## config.mk

```make
export PLATFORM = sky130hd
export DESIGN_NAME = move_list_streamer
export DESIGN_NICKNAME = d
export VERILOG_FILES = /design/src/rtl/move_list_streamer.sv
export SDC_FILE = /design/constraint.sdc
export NUM_CORES = 1
export LEC_CHECK = 0
export ABC_AREA = 0
export CAP_MARGIN = 20
export CORE_ASPECT_RATIO = 1.75
export CORE_MARGIN = 1.5
export CORE_UTILIZATION = 49
export CTS_BUF_LIST = sky130_fd_sc_hd__clkbuf_16
export DETAILED_ROUTE_END_ITERATION = 12
export PLACE_DENSITY = 0.85
export SLEW_MARGIN = 10
export SYNTH_ARGS = -nofsm -noshare
export SYNTH_HDL_FRONTEND = slang
export SYNTH_SLANG_ARGS = --single-unit
```

## constraint.sdc

```tcl
create_clock -name clk -period 6.4 [get_ports clk]
set_input_delay 0.64 -clock clk [delete_from_list [all_inputs] [get_ports clk]]
set_output_delay 0.64 -clock clk [all_outputs]
set_load 0.01 [all_outputs]
```

## src/rtl/move_list_streamer.sv

```systemverilog
// Move-list streamer: walks the move RAM written by the move generator, optionally
// keeps only captures, emits one record per move over a valid/ready handshake, then
// emits a trailer carrying game status and the emitted-record count, and finally
// releases the move generator with a one-cycle clear pulse.
module move_list_streamer #(
  parameter int unsigned MAX_POSITIONS_LOG2 = 8,
  parameter int unsigned EVAL_WIDTH         = 24,
  parameter int unsigned UCI_WIDTH          = 16,
  parameter int unsigned RAM_LATENCY        = 2,
  parameter int unsigned CLEAR_WAIT         = 1
) (
  input  logic                                clk,
  input  logic                                reset,
  input  logic                                enable,
  input  logic                                capture_only,
  // Move-generator status
  input  logic                                am_moves_ready,
  input  logic [MAX_POSITIONS_LOG2-1:0]       am_move_count,
  input  logic                                initial_mate,
  input  logic                                initial_stalemate,
  input  logic                                initial_thrice_rep,
  // Move-RAM read data
  input  logic [UCI_WIDTH-1:0]                uci_in,
  input  logic signed [EVAL_WIDTH-1:0]        eval_in,
  input  logic                                capture_in,
  input  logic                                white_in_check_in,
  input  logic                                black_in_check_in,
  output logic [MAX_POSITIONS_LOG2-1:0]       am_move_index,
  output logic                                am_clear_moves,
  // Record stream
  output logic                                out_valid,
  input  logic                                out_ready,
  output logic [UCI_WIDTH-1:0]                out_uci,
  output logic signed [EVAL_WIDTH-1:0]        out_eval,
  output logic                                out_capture,
  output logic [1:0]                          out_check,
  output logic [MAX_POSITIONS_LOG2-1:0]       out_index,
  output logic                                out_trailer,
  output logic [2:0]                          out_status,
  output logic [MAX_POSITIONS_LOG2:0]         out_emitted,
  output logic                                busy
);

  typedef enum logic [3:0] {
    StIdle,
    StStart,
    StAddr,
    StWait,
    StSample,
    StEmit,
    StTrailer,
    StClear,
    StClearWait
  } state_e;

  localparam logic [3:0]                  RamWaitInit   = 4'(RAM_LATENCY - 1);
  localparam logic [3:0]                  ClearWaitInit = 4'(CLEAR_WAIT);
  localparam logic [MAX_POSITIONS_LOG2:0] WideOne       = (MAX_POSITIONS_LOG2 + 1)'(1);

  state_e                        state_q;
  logic [MAX_POSITIONS_LOG2-1:0] idx_q;
  logic [MAX_POSITIONS_LOG2-1:0] count_q;
  logic                          cap_only_q;
  logic [3:0]                    wait_q;

  logic [MAX_POSITIONS_LOG2:0]   idx_inc;
  logic                          more_moves;

  // Next-index arithmetic one bit wider than the index so the last entry never wraps.
  always_comb begin
    idx_inc    = {1'b0, idx_q} + WideOne;
    more_moves = idx_inc < {1'b0, count_q};
  end

  // Streamer FSM with all outputs registered.
  always_ff @(posedge clk) begin
    if (reset) begin
      state_q        <= StIdle;
      idx_q          <= '0;
      count_q        <= '0;
      cap_only_q     <= 1'b0;
      wait_q         <= '0;
      am_move_index  <= '0;
      am_clear_moves <= 1'b0;
      out_valid      <= 1'b0;
      out_uci        <= '0;
      out_eval       <= '0;
      out_capture    <= 1'b0;
      out_check      <= '0;
      out_index      <= '0;
      out_trailer    <= 1'b0;
      out_status     <= '0;
      out_emitted    <= '0;
      busy           <= 1'b0;
    end else begin
      am_clear_moves <= 1'b0;
      unique case (state_q)
        StIdle: begin
          am_move_index <= '0;
          if (enable && am_moves_ready) begin
            count_q     <= am_move_count;
            out_status  <= {initial_thrice_rep, initial_stalemate, initial_mate};
            cap_only_q  <= capture_only;
            out_emitted <= '0;
            busy        <= 1'b1;
            state_q     <= StStart;
          end
        end

        StStart: begin
          if (count_q == '0) begin
            out_valid   <= 1'b1;
            out_trailer <= 1'b1;
            out_uci     <= '0;
            out_eval    <= '0;
            out_capture <= 1'b0;
            out_check   <= '0;
            out_index   <= '0;
            state_q     <= StTrailer;
          end else begin
            idx_q         <= '0;
            am_move_index <= '0;
            state_q       <= StAddr;
          end
        end

        StAddr: begin
          // Address was presented on entry; ADDR + WAIT + SAMPLE covers the RAM latency.
          if (RAM_LATENCY > 1) begin
            wait_q  <= RamWaitInit;
            state_q <= StWait;
          end else begin
            state_q <= StSample;
          end
        end

        StWait: begin
          if (wait_q <= 4'd1) begin
            state_q <= StSample;
          end else begin
            wait_q <= wait_q - 4'd1;
          end
        end

        StSample: begin
          out_uci     <= uci_in;
          out_eval    <= eval_in;
          out_capture <= capture_in;
          out_check   <= {white_in_check_in, black_in_check_in};
          out_index   <= idx_q;
          if (cap_only_q && !capture_in) begin
            if (more_moves) begin
              idx_q         <= idx_inc[MAX_POSITIONS_LOG2-1:0];
              am_move_index <= idx_inc[MAX_POSITIONS_LOG2-1:0];
              state_q       <= StAddr;
            end else begin
              out_valid   <= 1'b1;
              out_trailer <= 1'b1;
              out_uci     <= '0;
              out_eval    <= '0;
              out_capture <= 1'b0;
              out_check   <= '0;
              out_index   <= '0;
              state_q     <= StTrailer;
            end
          end else begin
            out_valid <= 1'b1;
            state_q   <= StEmit;
          end
        end

        StEmit: begin
          if (out_ready) begin
            out_valid   <= 1'b0;
            out_emitted <= out_emitted + WideOne;
            if (more_moves) begin
              idx_q         <= idx_inc[MAX_POSITIONS_LOG2-1:0];
              am_move_index <= idx_inc[MAX_POSITIONS_LOG2-1:0];
              state_q       <= StAddr;
            end else begin
              out_valid   <= 1'b1;
              out_trailer <= 1'b1;
              out_uci     <= '0;
              out_eval    <= '0;
              out_capture <= 1'b0;
              out_check   <= '0;
              out_index   <= '0;
              state_q     <= StTrailer;
            end
          end
        end

        StTrailer: begin
          if (out_ready) begin
            out_valid      <= 1'b0;
            out_trailer    <= 1'b0;
            am_clear_moves <= 1'b1;
            state_q        <= StClear;
          end
        end

        StClear: begin
          // The default above drops am_clear_moves, so the pulse spans this state only.
          wait_q  <= ClearWaitInit;
          state_q <= StClearWait;
        end

        StClearWait: begin
          if (wait_q <= 4'd1) begin
            busy    <= 1'b0;
            state_q <= StIdle;
          end else begin
            wait_q <= wait_q - 4'd1;
          end
        end

        default: state_q <= StIdle;
      endcase
    end
  end

endmodule

```

# [Word level (Yosys, flattened, before mapping)]
# Index checks and enable logic that the tools add are counted.
[word_totals] output_inout_bits=75 input_bits=60 wordCells=134 reg_bits=100
[classes] mux=68 eq_ne=19 n_addsub=3 magnitude_cmp=2 n_bitwise=1 reduce_logical=24
[op_table] cell="$mux W24" n=5
[op_table] cell="$mux W8" n=12
[op_table] cell="$mux W16" n=5
[op_table] cell="$pmux W24 S3" n=1
[op_table] cell="$pmux W16 S3" n=1
[op_table] cell="$pmux W8 S3" n=2
[op_table] cell="$pmux W4 S9" n=1
[op_table] cell="$pmux W8 S4" n=1
[op_table] cell="$mux W4" n=7
[op_table] cell="$ne A2 B2 Y1 const B" n=10
[op_table] cell="$mux W9" n=2
[op_table] cell="$pmux W9 S2" n=1
[op_table] cell="$mux W1" n=17
[op_table] cell="$eq A4 B3 Y1 const B" n=4
[op_table] cell="$reduce_and A5 Y1" n=3
[op_table] cell="$reduce_and A4 Y1" n=3
[op_table] cell="$mux W2" n=5
[op_table] cell="$add A8 B1 Y9 const B" n=1
[op_table] cell="$add A9 B1 Y9 const B" n=1
[op_table] cell="$lt A9 B8 Y1" n=1
[op_table] cell="$eq A4 B2 Y1 const B" n=2
[op_table] cell="$logic_not A8 Y1" n=1
[op_table] cell="$pmux W1 S4" n=2
[op_table] cell="$pmux W4 S2" n=1
[op_table] cell="19 further kinds" n=28

# [Longest topological paths before layout]
[logic_depth] ltp_word=5 ltp_mapped=13 depth_no_buf=11

# [Worst setup path after synthesis]
# No wires, ideal clock.
[synth_path] kind="register to register" start="register idx_q[0]" end="register idx_q[7]" n_path_buf=1 setup_slack_ns=3.555 t_arrival_ns=2.770 stages_incl_launch_ff=13 period_less_slack_ns=2.845 setup_ns=0.075 required_time_ns=6.325 cell_sequence="dfxtp_1 ha_1 nand3_1 nor2_1 xor2_1 ha_1 a21o_1 a21oi_1 o31a_1 nand2_2 buf_6 or4_4 o22ai_1"
[synth_via] elab_chain_cells=5 word_cells_on_any_way=6 classes_between="1 x add/sub; 1 x order compare; 4 x mux"
[synth_lines] element="from (decl)" line_no="61" text="logic [MAX_POSITIONS_LOG2-1:0] idx_q;"
[synth_lines] element="from (signal assigned)" line_no="153" text="idx_q <= idx_inc[MAX_POSITIONS_LOG2-1:0];"
[synth_lines] element="from (signal assigned)" line_no="177" text="idx_q <= idx_inc[MAX_POSITIONS_LOG2-1:0];"
[synth_lines] element="$add A8 B1 Y9 (*)" line_no="71" text="idx_inc = {1'b0, idx_q} + WideOne;"
[synth_lines] element="$lt A9 B8 Y1" line_no="72" text="more_moves = idx_inc < {1'b0, count_q};"
[synth_lines] element="$mux W8 (*)" line_no="152, 176"
[synth_lines] element="$mux W8, on equally long branches" line_no="173, 151"
[synth_lines] element="$pmux W8 S3 (*)" line_no="97" text="unique case (state_q)"
# Mark *: on every way between the ends. The rest lies on a longest branch, timed or not. The select of a mux whose other input is x is not followed.
# A chain may end at the register's enable or synchronous reset.

# [Worst setup path after layout]
[layout_path] start="register idx_q[0]" end="register out_eval[7]"
[layout_via] elab_chain_cells=5 word_cells_on_any_way=7 classes_between="1 x add/sub; 1 x order compare; 1 x eq/ne; 3 x mux; 1 x reduce/logical"
[layout_lines] element="$add A8 B1 Y9 (*)" line_no="71"
[layout_lines] element="$lt A9 B8 Y1 (*)" line_no="72"
[layout_lines] element="$mux W24" line_no="152" text="if (more_moves) begin"
[layout_lines] element="$mux W24" line_no="151" text="if (cap_only_q && !capture_in) begin"
[layout_lines] element="$pmux W24 S3" line_no="97"
[layout_lines] element="to (signal assigned)" line_no="147" text="out_eval <= eval_in;"
[layout_lines] element="to (decl)" line_no="34" text="output logic signed [EVAL_WIDTH-1:0] out_eval,"
# Mark *: on every way between the ends. The rest lies on a longest branch, timed or not.

==> flow_summary.toml <==
[clock_network]
holdBufCountCts = 0
cts_repair_resize_count = 0
cts_buffer_depth = 2
cts_made_buffers = 9
tritoncts_num_sinks = 100
cts-htree-levels = 3
clkLatencyLatePin_ps = 340
worst_setup_hold_path_clk_slew_ps = 60
buffer_type_at_the_clock_tree_root = "sky130_fd_sc_hd__clkbuf_16"
post-cts-setup-buffers = 0
tritoncts = "yes"

[floorplanning]
fp.coreArea_sq_mm = 0.00820
floorplan.die.width_um = 72.1
die-height_um = 124
rows = 44
pin_count = 135
fp.dieArea_sq_mm = 0.00894
start_util_pct = 50.0

[power_and_ir_drop]
vdd_ir_drop_max_mv = 0.177
total_leakage_power_uw = 0.00223
power_density_mw_per_mm2 = 325

[yosys]
yosys-mux-area-fraction_pct = 0.489
synth_enable_flop_cells = 0
synth_fa_ha_area_share_pct = 3.60
synthesis.nets = 495
synthTopCellsByArea = "sky130_fd_sc_hd__dfxtp_1 49%, sky130_fd_sc_hd__a22o_1 12%, sky130_fd_sc_hd__nand2_1 3.6%"
synth_common_cells = "100 x sky130_fd_sc_hd__dfxtp_1, 57 x sky130_fd_sc_hd__a22o_1, 39 x sky130_fd_sc_hd__nand2_1"
synth_largest_type_area_fraction_pct = 48.9
synth_area_per_cell_sq_um = 9.66
ys.warnings.count = 0
synth.distinct_cells = 55
synth-xor-area-share_pct = 3.21
synthCells = 424
ys_seq_elements = 100
ys.flop_type = "sky130_fd_sc_hd__dfxtp_1"
syn-cell-area_sq_mm = 0.00410
async_reset_ff_share_pct = 0
yosysSeqAreaShare_pct = 48.9
dominant_combinational_cell_family_by_area_after_synthesis = "compound AO/OA/AOI/OAI gates"
synth.most_common_cell = "sky130_fd_sc_hd__dfxtp_1"
synth_compound_area_share_pct = 22.7
synth_largest_area_cell = "sky130_fd_sc_hd__dfxtp_1"
yosys.area_share.simple_pct = 16.3

[sta]
finalWorstSetupSlack_ps = 2790
rsz0062_at_grt = "false"
worst_slew_pin_slew_ps = 879
clock-skew-final_ps = 6.71
fmax_mhz = 277
slew_headroom_pct = 41.2
final_max_slew_viol_count = 0
timing.final.crit_period_ps = 3610
finalSetupViolCount = 0
totalNegativeSetupSlack_ps = 0
timing.final.hold_violations = 0
final_min_period_over_clock_period_pct = 56.4

[placed_design]
port_buffers = 134
post_dp_cell_area_sq_mm = 0.00547
dp_hpwl_um = 7660
post-place-ws_ps = 2780
gpl.final_weighted_congestion = 0.884

[critical_path]
crit_path_dat_ps = 3890
stage_delay_of_the_slowest_cell_on_the_critical_path_ps = 740
ordered_list_of_cells_on_the_worst_path = "ha_1 > nand3_1 > nor2_1 > xor2_1 > ha_1 > a21o_1 > a21oi_1 > o31a_1 > nand2_2 > a21oi_4 > buf_8 > a22o_1"
crit_required_ps = 6680
reg2reg_setup_slack_ps = 2790
critical-path-slowest-cell = "sky130_fd_sc_hd__a21oi_4"
rr_endpoint = "out_eval[7]"
critPathMostFrequentCell = "sky130_fd_sc_hd__ha_1"
crit_cells = 12
critical_path.endpoint = "out_eval[7]"
crit_start = "idx_q[0]"
worstSetupEndpointType = "flop"
path_buf_inv = 1
ff2ff_path_depth = 12
cp_max_fo = 31
cp_top_family = "compound AO/OA/AOI/OAI gates"
regToRegStartpoint = "idx_q[0]"
timing.setup.critical_path_class = "flop to flop"
critical_path.startpoint_type = "flop"

[layout]
layout.cell_area.non_filler_sq_mm = 0.00580
nNetsFinal = 620
area_growth_pct = 41.6
insertedDiodeCount = 0
layout.filler_cells = 635
drive_above_1_share_pct = 5.78

[global_route]
grt_overflow_total = 0
track_usage_pct = 23.3
grt_pass1_wl_um = 16300
grt_pass1_vias = 3585
number_of_antenna_violations_at_the_first_check_in_global_routing = 0
grt_max_degree = 51

[route]
detailroute.via_count = 3676
routed_wl_um = 10600
antenna_violating_nets_post_route = 0
drt_first_iter_violations = 171
drtPass1Iterations = 4
vias_per_cell = 5.69
detail_route.drc_violations = 0
routedWlPerCell_um = 16.4

[job]
max-cap-violations = 0

[outcome]
outcome = "finished clean"

[worst_hold_path]
min_path_type = "flop to flop"
-- registers in the layout, indices dropped and copies added (netlist names) --
signal,cells
out_eval,24
out_status,3
busy,1
out_trailer,1
out_capture,1
out_uci,16
out_index,8
out_emitted,9
am_clear_moves,1
count_q,8
idx_q,8
am_move_index,8
out_valid,1
state_q,4
wait_q,4
out_check,2
cap_only_q,1
-- final cells by class --
type,instances,area (sq um),share of cell area (%)
flip-flops and latches,100,2000,34.5
clock buffers,9,225,3.88
inverters,19,71.3,1.23
clock inverters,7,60.1,1.03
multi-input cells,280,1920,33.0
repair buffers,139,1410,24.4
well taps,92,115,1.98
-- through the flow --
step	std cells	total power (uW)	hold slack, ps	utilization [%]
floorplan	424	1140	437	-
global placement	626	1340	445	66.5
detailed placement	627	1360	459	66.7
CTS	643	1880	469	70.1
global route	646	1980	489	70.7
finish	646	1890	469	70.7
-- worst min path at each step --
| stage | cells after the start | slack (ps) | from | end |
|---|---|---|---|---|
| floorplan | 2 | 440 | cap_only_q | cap_only_q |
| global placement | 2 | 450 | out_status[1] | out_status[1] |
| detailed placement | 1 | 460 | am_move_index[2] | am_move_index[2] |
| CTS | 2 | 470 | out_status[0] | out_status[0] |
| global route | 1 | 490 | out_uci[14] | out_uci[14] |
| finish | 2 | 470 | out_status[0] | out_status[0] |
-- tightest hold or removal path: stages, from the launching register on --
cell,delay (ps)
sky130_fd_sc_hd__dfxtp_1,310
sky130_fd_sc_hd__nand2_1,50
sky130_fd_sc_hd__a21oi_1,50
-- layout by cell type (no fill, tap or decap), types with 4 or more instances in the layout --
| cell | netlist | layout |
|---|---|---|
| sky130_fd_sc_hd__a21oi_1 | 29 | 28 |
| sky130_fd_sc_hd__a221o_1 | 5 | 5 |
| sky130_fd_sc_hd__a22o_1 | 57 | 57 |
| sky130_fd_sc_hd__and2_1 | 7 | 7 |
| sky130_fd_sc_hd__and3_1 | 4 | 4 |
| sky130_fd_sc_hd__clkbuf_16 | 0 | 9 |
| sky130_fd_sc_hd__clkdlybuf4s50_1 | 0 | 134 |
| sky130_fd_sc_hd__dfxtp_1 | 100 | 100 |
| sky130_fd_sc_hd__ha_1 | 11 | 11 |
| sky130_fd_sc_hd__inv_1 | 19 | 21 |
| sky130_fd_sc_hd__nand2_1 | 39 | 39 |
| sky130_fd_sc_hd__nand3_1 | 8 | 8 |
| sky130_fd_sc_hd__nand4_1 | 4 | 4 |
| sky130_fd_sc_hd__nor2_1 | 33 | 32 |
| sky130_fd_sc_hd__nor2b_1 | 4 | 4 |
| sky130_fd_sc_hd__nor3_1 | 4 | 4 |
| sky130_fd_sc_hd__nor4_1 | 4 | 4 |
| sky130_fd_sc_hd__o21ai_0 | 6 | 6 |
| sky130_fd_sc_hd__xnor2_1 | 5 | 5 |
| sky130_fd_sc_hd__xor2_1 | 10 | 10 |
-- cell families after synthesis --
kind of cell | after synthesis
xor gates and xnor gates | 15
DFF | 100
buffers and inverters | 44
adders and majority gates | 12
muxes | 2
AOI/OAI and AO/OA | 122
and+or+nand+nor | 129
-- power by group --
part	switching (uW)	total [uW]	internal [uW]
Sequential	72.2	769	697
Clock	219	516	297
Combinational	315	602	287
-- routing by layer --
| layer | global-route usage [%] | share of wire [%] | routed length, um | vias up |
|---|---|---|---|---|
| met3 | 6.31 | 5.8 | 619 | 28 |
| met5 | 0 | 0 | 0 | - |
| li1 | - | - | - | 1795 |
| met1 | 24.6 | 38 | 4000 | 1709 |
| met2 | 41.5 | 53 | 5680 | 144 |
| met4 | 12.9 | 3.0 | 320 | 0 |
No activity file was read; power rests on OpenSTA's default activity.
